[config.mk]
export PLATFORM = sky130hd
export DESIGN_NAME = npu_tile_sequencer
export DESIGN_NICKNAME = d
export VERILOG_FILES = /design/src/rtl/npu_tile_sequencer_pkg.sv /design/src/rtl/npu_loop_cnt.sv /design/src/rtl/npu_tile_sequencer.sv
export SDC_FILE = /design/constraint.sdc
export NUM_CORES = 1
export LEC_CHECK = 0
export BUFFER_PORTS_ARGS = -buffer_cell sky130_fd_sc_hd__buf_4
export CAP_MARGIN = 10
export CELL_PAD_IN_SITES_DETAIL_PLACEMENT = 1
export CELL_PAD_IN_SITES_GLOBAL_PLACEMENT = 2
export CORE_ASPECT_RATIO = 1.5
export CORE_UTILIZATION = 30
export CTS_BUF_LIST = sky130_fd_sc_hd__clkbuf_4
export CTS_CLUSTER_SIZE = 28
export DETAILED_ROUTE_END_ITERATION = 10
export PLACE_DENSITY_LB_ADDON = 0.1
export SLEW_MARGIN = 0
export SYNTH_ARGS = -nofsm -noshare
export SYNTH_HDL_FRONTEND = slang
export SYNTH_SLANG_ARGS = --single-unit
[constraint.sdc]
create_clock -name clk -period 3.7 [get_ports clk]
set_clock_uncertainty 0.05 [all_clocks]
set_input_delay 0.37 -clock clk [delete_from_list [all_inputs] [get_ports clk]]
set_output_delay 0.37 -clock clk [all_outputs]
set_load 0.1 [all_outputs]
[src/rtl/npu_tile_sequencer_pkg.sv]
// Shared widths and FSM encoding for the NPU tile sequencer.
// Widths are the global CLOG2 values used across the NPU array.
package npu_tile_sequencer_pkg;

  localparam int CLOG2T = 2;
  localparam int CLOG2B = 2;
  localparam int CLOG2C = 2;
  localparam int CLOG2W = 4;

  typedef enum logic [1:0] {
    SEQ_IDLE,
    SEQ_ISSUE,
    SEQ_WAIT,
    SEQ_DONE
  } npu_seq_state_t;

endpackage

[src/rtl/npu_loop_cnt.sv]
// Wrapping loop counter; wrap flags the terminal value so that
// the next inc returns q to zero and carries into the outer loop.
module npu_loop_cnt
  import npu_tile_sequencer_pkg::*;
#(
  parameter int N = 2
) (
  input  logic         clk,
  input  logic         rst,
  input  logic         clr,
  input  logic         inc,
  input  logic [N-1:0] last,
  output logic [N-1:0] q,
  output logic         wrap
);

  logic [N-1:0] q_q;
  logic [N-1:0] q_d;

  assign wrap = (q_q == last);
  assign q    = q_q;

  always_comb begin
    q_d = q_q;
    if (clr) begin
      q_d = '0;
    end else if (inc) begin
      q_d = wrap ? '0 : q_q + N'(1);
    end
  end

  always_ff @(posedge clk) begin
    if (rst) begin
      q_q <= '0;
    end else begin
      q_q <= q_d;
    end
  end

endmodule

[src/rtl/npu_tile_sequencer.sv]
// Per-layer (tile, ofmap, ifmap) loop sequencer issuing one NPU
// pass per triple with a start/done handshake.
module npu_tile_sequencer
  import npu_tile_sequencer_pkg::*;
#(
  parameter int TW = CLOG2T,
  parameter int BW = CLOG2B,
  parameter int CW = CLOG2C,
  parameter int GW = CLOG2W
) (
  input  logic              clk,
  input  logic              rst,
  input  logic              start,
  input  logic              c1_c2_n,
  input  logic [TW-1:0]     arv_tile,
  input  logic [BW-1:0]     arv_ifmaps,
  input  logic [CW-1:0]     arv_ofmaps,
  input  logic [GW-1:0]     arv_ckgate,
  input  logic              npu_done,
  output logic              npu_start,
  output logic [TW-1:0]     tile_idx,
  output logic [CW-1:0]     ofmap_idx,
  output logic [BW-1:0]     ifmap_idx,
  output logic              acc_clear,
  output logic              acc_wb,
  output logic              cfg_c1_c2_n,
  output logic [GW-1:0]     cfg_ckgate,
  output logic              busy,
  output logic              layer_done,
  output logic [TW+CW+BW:0] pass_cnt
);

  // One extra bit so a full all-ones layer (2^(TW+CW+BW) passes) fits.
  localparam int PW = TW + CW + BW + 1;

  npu_seq_state_t state_q, state_d;

  logic          c1_q;
  logic [GW-1:0] gate_q;
  logic [TW-1:0] lt_q;
  logic [CW-1:0] lo_q;
  logic [BW-1:0] li_q;
  logic [PW-1:0] pcnt_q;

  logic launch, done_ok, all_last;
  logic i_inc, o_inc, t_inc;
  logic i_wrap, o_wrap, t_wrap;

  assign launch   = (state_q == SEQ_IDLE) && start;
  assign done_ok  = (state_q == SEQ_WAIT) && npu_done;
  assign all_last = i_wrap & o_wrap & t_wrap;
  assign i_inc    = done_ok & ~all_last;
  assign o_inc    = i_inc & i_wrap;
  assign t_inc    = o_inc & o_wrap;

  npu_loop_cnt #(.N(BW)) u_ifmap (
    .clk (clk),
    .rst (rst),
    .clr (launch),
    .inc (i_inc),
    .last(li_q),
    .q   (ifmap_idx),
    .wrap(i_wrap)
  );

  npu_loop_cnt #(.N(CW)) u_ofmap (
    .clk (clk),
    .rst (rst),
    .clr (launch),
    .inc (o_inc),
    .last(lo_q),
    .q   (ofmap_idx),
    .wrap(o_wrap)
  );

  npu_loop_cnt #(.N(TW)) u_tile (
    .clk (clk),
    .rst (rst),
    .clr (launch),
    .inc (t_inc),
    .last(lt_q),
    .q   (tile_idx),
    .wrap(t_wrap)
  );

  always_comb begin
    state_d = state_q;
    unique case (state_q)
      SEQ_IDLE:  if (start) state_d = SEQ_ISSUE;
      SEQ_ISSUE: state_d = SEQ_WAIT;
      SEQ_WAIT: begin
        if (npu_done) begin
          state_d = all_last ? SEQ_DONE : SEQ_ISSUE;
        end
      end
      SEQ_DONE:  state_d = SEQ_IDLE;
    endcase
  end

  always_ff @(posedge clk) begin
    if (rst) begin
      state_q <= SEQ_IDLE;
      c1_q    <= 1'b0;
      gate_q  <= '0;
      lt_q    <= '0;
      lo_q    <= '0;
      li_q    <= '0;
      pcnt_q  <= '0;
    end else begin
      state_q <= state_d;
      if (launch) begin
        c1_q   <= c1_c2_n;
        gate_q <= arv_ckgate;
        lt_q   <= arv_tile;
        lo_q   <= arv_ofmaps;
        li_q   <= arv_ifmaps;
        pcnt_q <= '0;
      end else if (done_ok) begin
        pcnt_q <= pcnt_q + PW'(1);
      end
    end
  end

  assign npu_start   = (state_q == SEQ_ISSUE);
  assign acc_clear   = npu_start && (ifmap_idx == '0);
  assign acc_wb      = npu_start && (ifmap_idx == li_q);
  assign busy        = (state_q != SEQ_IDLE);
  assign layer_done  = (state_q == SEQ_DONE);
  assign cfg_c1_c2_n = c1_q;
  assign cfg_ckgate  = gate_q;
  assign pass_cnt    = pcnt_q;

endmodule
**Yosys cells after proc, flatten, opt, wreduce, memory -nomap -nowiden**

Index checks and enable logic that the tools add are counted.
Widths: inputs -> output; s select.

- Muxes and demuxes: 7
- $add $sub $neg: 4
- Equality and inequality tests: 8
- Reduce and logical (&&, ||, !) cells: 9
- Bitwise gates (word level): 6

Operators by type and width:

| operator | count |
|---|---|
| $mux 2 | 6 |
| $pmux 2 s4 | 1 |
| $add 7x1->7 const B | 1 |
| $add 2x1->2 const B | 3 |
| $eq 2x2->1 | 3 |
| $and 1x1->1 | 5 |
| $eq 2x2->1 const B | 2 |
| $logic_and 1x1->1 | 4 |
| $logic_not 2->1 | 2 |
| $ne 2x2->1 const B | 2 |
| $eq 2x1->1 const B | 1 |
| $reduce_and 2->1 | 1 |
| $reduce_bool 2->1 | 1 |
| $reduce_or 2->1 | 1 |
| $not 1->1 | 1 |

- Word-level logic and storage cells: 44
- Register bits after elaboration: 26
- Input port bits: 15

**Longest topological paths before layout**

- Depth in word-level cells: 7
- Depth in mapped cells: 6
- Gate-level depth less buffers: 5

**Modules after synthesis**

Synthesis repeated with hierarchy kept, for this count alone.

- Cell total of the unflattened synthesis: 145
- Area total of the unflattened synthesis: 1,261.2 um2

By module, submodules not included:

| module | area an instance (um2) | times used | cells an instance |
|---|---|---|---|
| npu_tile_sequencer | 878.3 | 1 | 103 |
| npu_loop_cnt | 127.6 | 3 | 14 |

**Worst setup path before layout**

Ideal clock, no wire load.

- Path type: flip-flop to output port
- From: register u_ifmap.q_q[0], in the netlist u_ifmap.q[0]
- To: output acc_wb
- Path buffers: 0
- Slack: 0.592 ns
- Data arrival time: 2.688 ns
- Cell stages (with the launch flop): 4
- Cell sequence: dfxtp_1 xnor2_2 nand2_1 nor2_1

- Cells in the longest elaborated chain, start to end: 2

RTL lines:

| item | line | source |
|---|---|---|
| start, declared | npu_loop_cnt.sv:17 | `logic [N-1:0] q_q;` |
| start signal, assigned | npu_loop_cnt.sv:36 | `q_q <= q_d;` |
| $eq 2x2->1 | npu_tile_sequencer.sv:126 | `assign acc_wb = npu_start && (ifmap_idx == li_q);` |
| $logic_and 1x1->1 | npu_tile_sequencer.sv:126 |  |
| end, declared | npu_tile_sequencer.sv:25 | `output logic acc_wb,` |

Every way passes these cells.

**Worst setup path in the final report**

Same ends and word-level chain as after synthesis.

==> flow_summary_export.csv <==
group,metric,value,unit
clocking,clk_pin_slew_worst_paths,0.15,ns
worst_setup_path,crit_arrival,1.68,ns
placed_design,gp_congestion,0.697,
worst_setup_path,crit_path_top_delay_cell,"sky130_fd_sc_hd__dfxtp_1",
route,drt_drc_violations_left,0,
synth,edff_count_synth,0,
clocking,worst_skew_pair.late_latency,0.33,ns
synth,top_post_synthesis_cells_by_area,"sky130_fd_sc_hd__dfxtp_1 43%, sky130_fd_sc_hd__mux2i_1 9.9%, sky130_fd_sc_hd__nor2_1 5.9%, sky130_fd_sc_hd__xnor2_1 3.6%, sky130_fd_sc_hd__xor2_1 3.6%",
sta,unrepaired_setup_endpoints_after_global_routing,"false",
synth,avgSynthCellArea,9.43,um2
clocking,cts.repair.resized,0,
worst_setup_path,timing.critical_path.from_type,"flop",
sta,setup_viol,0,
finish,post_route_insts_no_fill,210,
synth,syn_area,1220,um2
synth,yosys_warnings,0,
synth,yosys_register_bits,26,
finish,syn_to_final_growth,26.9,%
floorplan,floorplan.die.width,54.0,um
sta,final_min_period_over_clock_period,56.7,%
sta,fin_crit,2.10,ns
worst_setup_path,timing.critical_path.max_delay_family,"flip-flops",
power,irDropWorstVdd,0.000264,V
placed_design,post-dp-hpwl,2200,um
global_route,grt_first_pass_wirelength,4890,um
synth,synth_ff_type,"sky130_fd_sc_hd__dfxtp_1",
synth,gate_count_after_technology_mapping,129,
global_route,first_global_vias,1068,
synth,synth_cell_type_count,36,
worst_setup_path,critPathBufInv,1,
route,number_of_nets_still_failing_antenna_checks_after_routing,0,
route,avgViaCountPerCell,4.91,
floorplan,rows,28,
outcome,outcome,"finished clean",
sta,finalHoldViolCount,0,
clocking,tritoncts_clock_tree,"done",
finish,finish.net_count,183,
sta,timing_max_transition_violations_final,0,
route,drt-total-wl,2890,um
clocking,post_cts_setup_buffers,0,
synth,synth_nets,146,
worst_setup_path,crit_fanout,5,
route,drtPass1Iterations,3,
floorplan,core-area,3920,um2
finish,final_cell_mix,"38 x sky130_fd_sc_hd__buf_4, 26 x sky130_fd_sc_hd__dfxtp_1, 19 x sky130_fd_sc_hd__nor2_1",
global_route,grt_max_degree,16,
run,max_cap_viol_count,0,
route,post_dr_wirelength_cell,13.8,um
finish,antenna-diode-count,0,
worst_setup_path,timing.critical_path.slowest_cell_delay,0.41,ns
worst_hold_path,kind_of_path_behind_the_tightest_hold_check,"in -> reg",
sta,setup_total_negative_slack,0,ns
clocking,cell_chosen_for_the_clock_root,"sky130_fd_sc_hd__clkbuf_4",
synth,yosysTopAreaCell,"sky130_fd_sc_hd__dfxtp_1",
clocking,clock_sinks,26,
global_route,antenna_violations_before_repair,0,
placed_design,number_of_cells_after_detailed_placement,206,
clocking,cts-buffers-inserted,3,
worst_setup_path,cell_breakdown_of_the_critical_path,"xnor2_2, nand2_1, nor2_1, buf_4",
synth,synth_top_cell_area_share,42.8,%
clocking,level_count_of_the_clock_h_tree,1,
global_route,gr-total-overflow,0,
power,power_density,389,nW/um2
worst_setup_path,critical_path.endpoint_type,"output pin",
floorplan,die_h,80.0,um
sta,max_slew_margin,70.5,%
worst_setup_path,path_class,"reg -> out",
floorplan,initial_core_util,31.0,%
floorplan,die-area,4320,um2
floorplan,ioPinCount,38,
placed_design,buffer_ports.inserted,37,
sta,max_freq,476,MHz
power,overall_power,0.600,mW
clocking,cts_hold_repair.buffers,0,
clocking,max-clock-path-buffers,2,
finish,final_common_cell,"sky130_fd_sc_hd__buf_4",
sta,worst_pin_slew,0.443,ns
finish,final_layout_size_suffix_gt1_share,27.9,%
synth,ys_async_sr_fraction,0,%
power,power.leakage,0.643,nW
worst_setup_path,critPathRequiredTime,3.28,ns
global_route,overall_global_routing_usage,15.3,%
synth,ys_seq_area_share,42.8,%
route,detailroute.via_count,1032,
route,drt_first_iter_violations,11,
## worst reg2reg max path: cells and delay by family, from the launching register on
family	cells	cell delay, ns
buffers and inverters	1	0.21
flip-flops	1	0.53
AND/OR/NAND/NOR	3	1.03
AO/OA/AOI/OAI	1	0.08
## report_power, final
group          switching, mW  internal, mW  total (mW)
Combinational          0.116        0.0513       0.168
Sequential            0.0118         0.292       0.304
Clock                 0.0892        0.0396       0.129
## kinds of logic (layout without fill, tap and decap cells)
family | after synthesis | count (layout) | share of synthesized area (%)
AOI/OAI and AO/OA | 17 | 17 | 8.95
and+or+nand+nor | 49 | 49 | 21.1
muxes | 12 | 12 | 9.88
xor gates and xnor gates | 12 | 12 | 9.88
adders and majority gates | 2 | 2 | 2.06
buffers and inverters | 11 | 47 | 5.35
DFF | 26 | 26 | 42.8
## path summary, 6_finish.rpt
| kind | start | to | slack (ns) | cells past startpoint |
|---|---|---|---|---|
| worst max register to register | state_q[1] | u_ofmap.q[0] | 1.73 | 5 |
| worst min register to register | pass_cnt[1] | pass_cnt[1] | 0.46 | 2 |
| worst min-delay path | npu_done | state_q[1] | 0.20 | 2 |
| worst max-delay path | u_ifmap.q[0] | acc_wb | 1.60 | 4 |
## layer usage
metal | track usage [%] | vias up | part of all wire [%]
li1 | - | 518 | -
met1 | 18.1 | 489 | 41
met2 | 26.8 | 23 | 55
met3 | 1.71 | 2 | 3.5
met4 | 6.15 | 0 | 0.79
met5 | 0 | - | 0
## cell usage after synthesis (2+ instances only)
cell type	n
sky130_fd_sc_hd__dfxtp_1	26
sky130_fd_sc_hd__nor2_1	19
sky130_fd_sc_hd__mux2i_1	12
sky130_fd_sc_hd__nand2_1	8
sky130_fd_sc_hd__a21oi_1	7
sky130_fd_sc_hd__inv_1	5
sky130_fd_sc_hd__xnor2_1	5
sky130_fd_sc_hd__xor2_1	5
sky130_fd_sc_hd__and2_1	3
sky130_fd_sc_hd__o21ai_0	3
sky130_fd_sc_hd__or3_1	3
sky130_fd_sc_hd__a311oi_1	2
sky130_fd_sc_hd__buf_4	2
sky130_fd_sc_hd__buf_6	2
sky130_fd_sc_hd__ha_1	2
sky130_fd_sc_hd__nand4_1	2
sky130_fd_sc_hd__nor3_1	2
sky130_fd_sc_hd__or4_1	2
sky130_fd_sc_hd__xnor2_2	2
## registers in the layout (all words and copies together), names as in the netlist
signal and flops:
cfg_c1_c2_n 1, pass_cnt 7, li_q 2, lo_q 2, cfg_ckgate 4, u_ifmap.q 2
state_q 2, u_tile.q 2, u_ofmap.q 2, lt_q 2
## through the flow
step                      cell area (um2)  hold WS, ns  setup slack, ns  util [%]
after floorplan                      1220        0.392            0.592         -
after global placement               1520        0.427             1.73      38.6
after detailed placement             1520        0.440             1.70      38.6
after CTS                            1540        0.186             1.59      39.3
after global routing                 1540        0.195             1.53      39.3
final                                1540        0.197             1.60      39.3
## final cells by class
class,instances,area (um2)
fill,493,2380
sequential,26,520
tap,45,56.3
inverter,5,18.8
timing repair buffer,38,285
multi-input combinational,92,636
clock inverter,1,3.75
clock buffer,3,22.5
(Power assumes the default switching activity.)
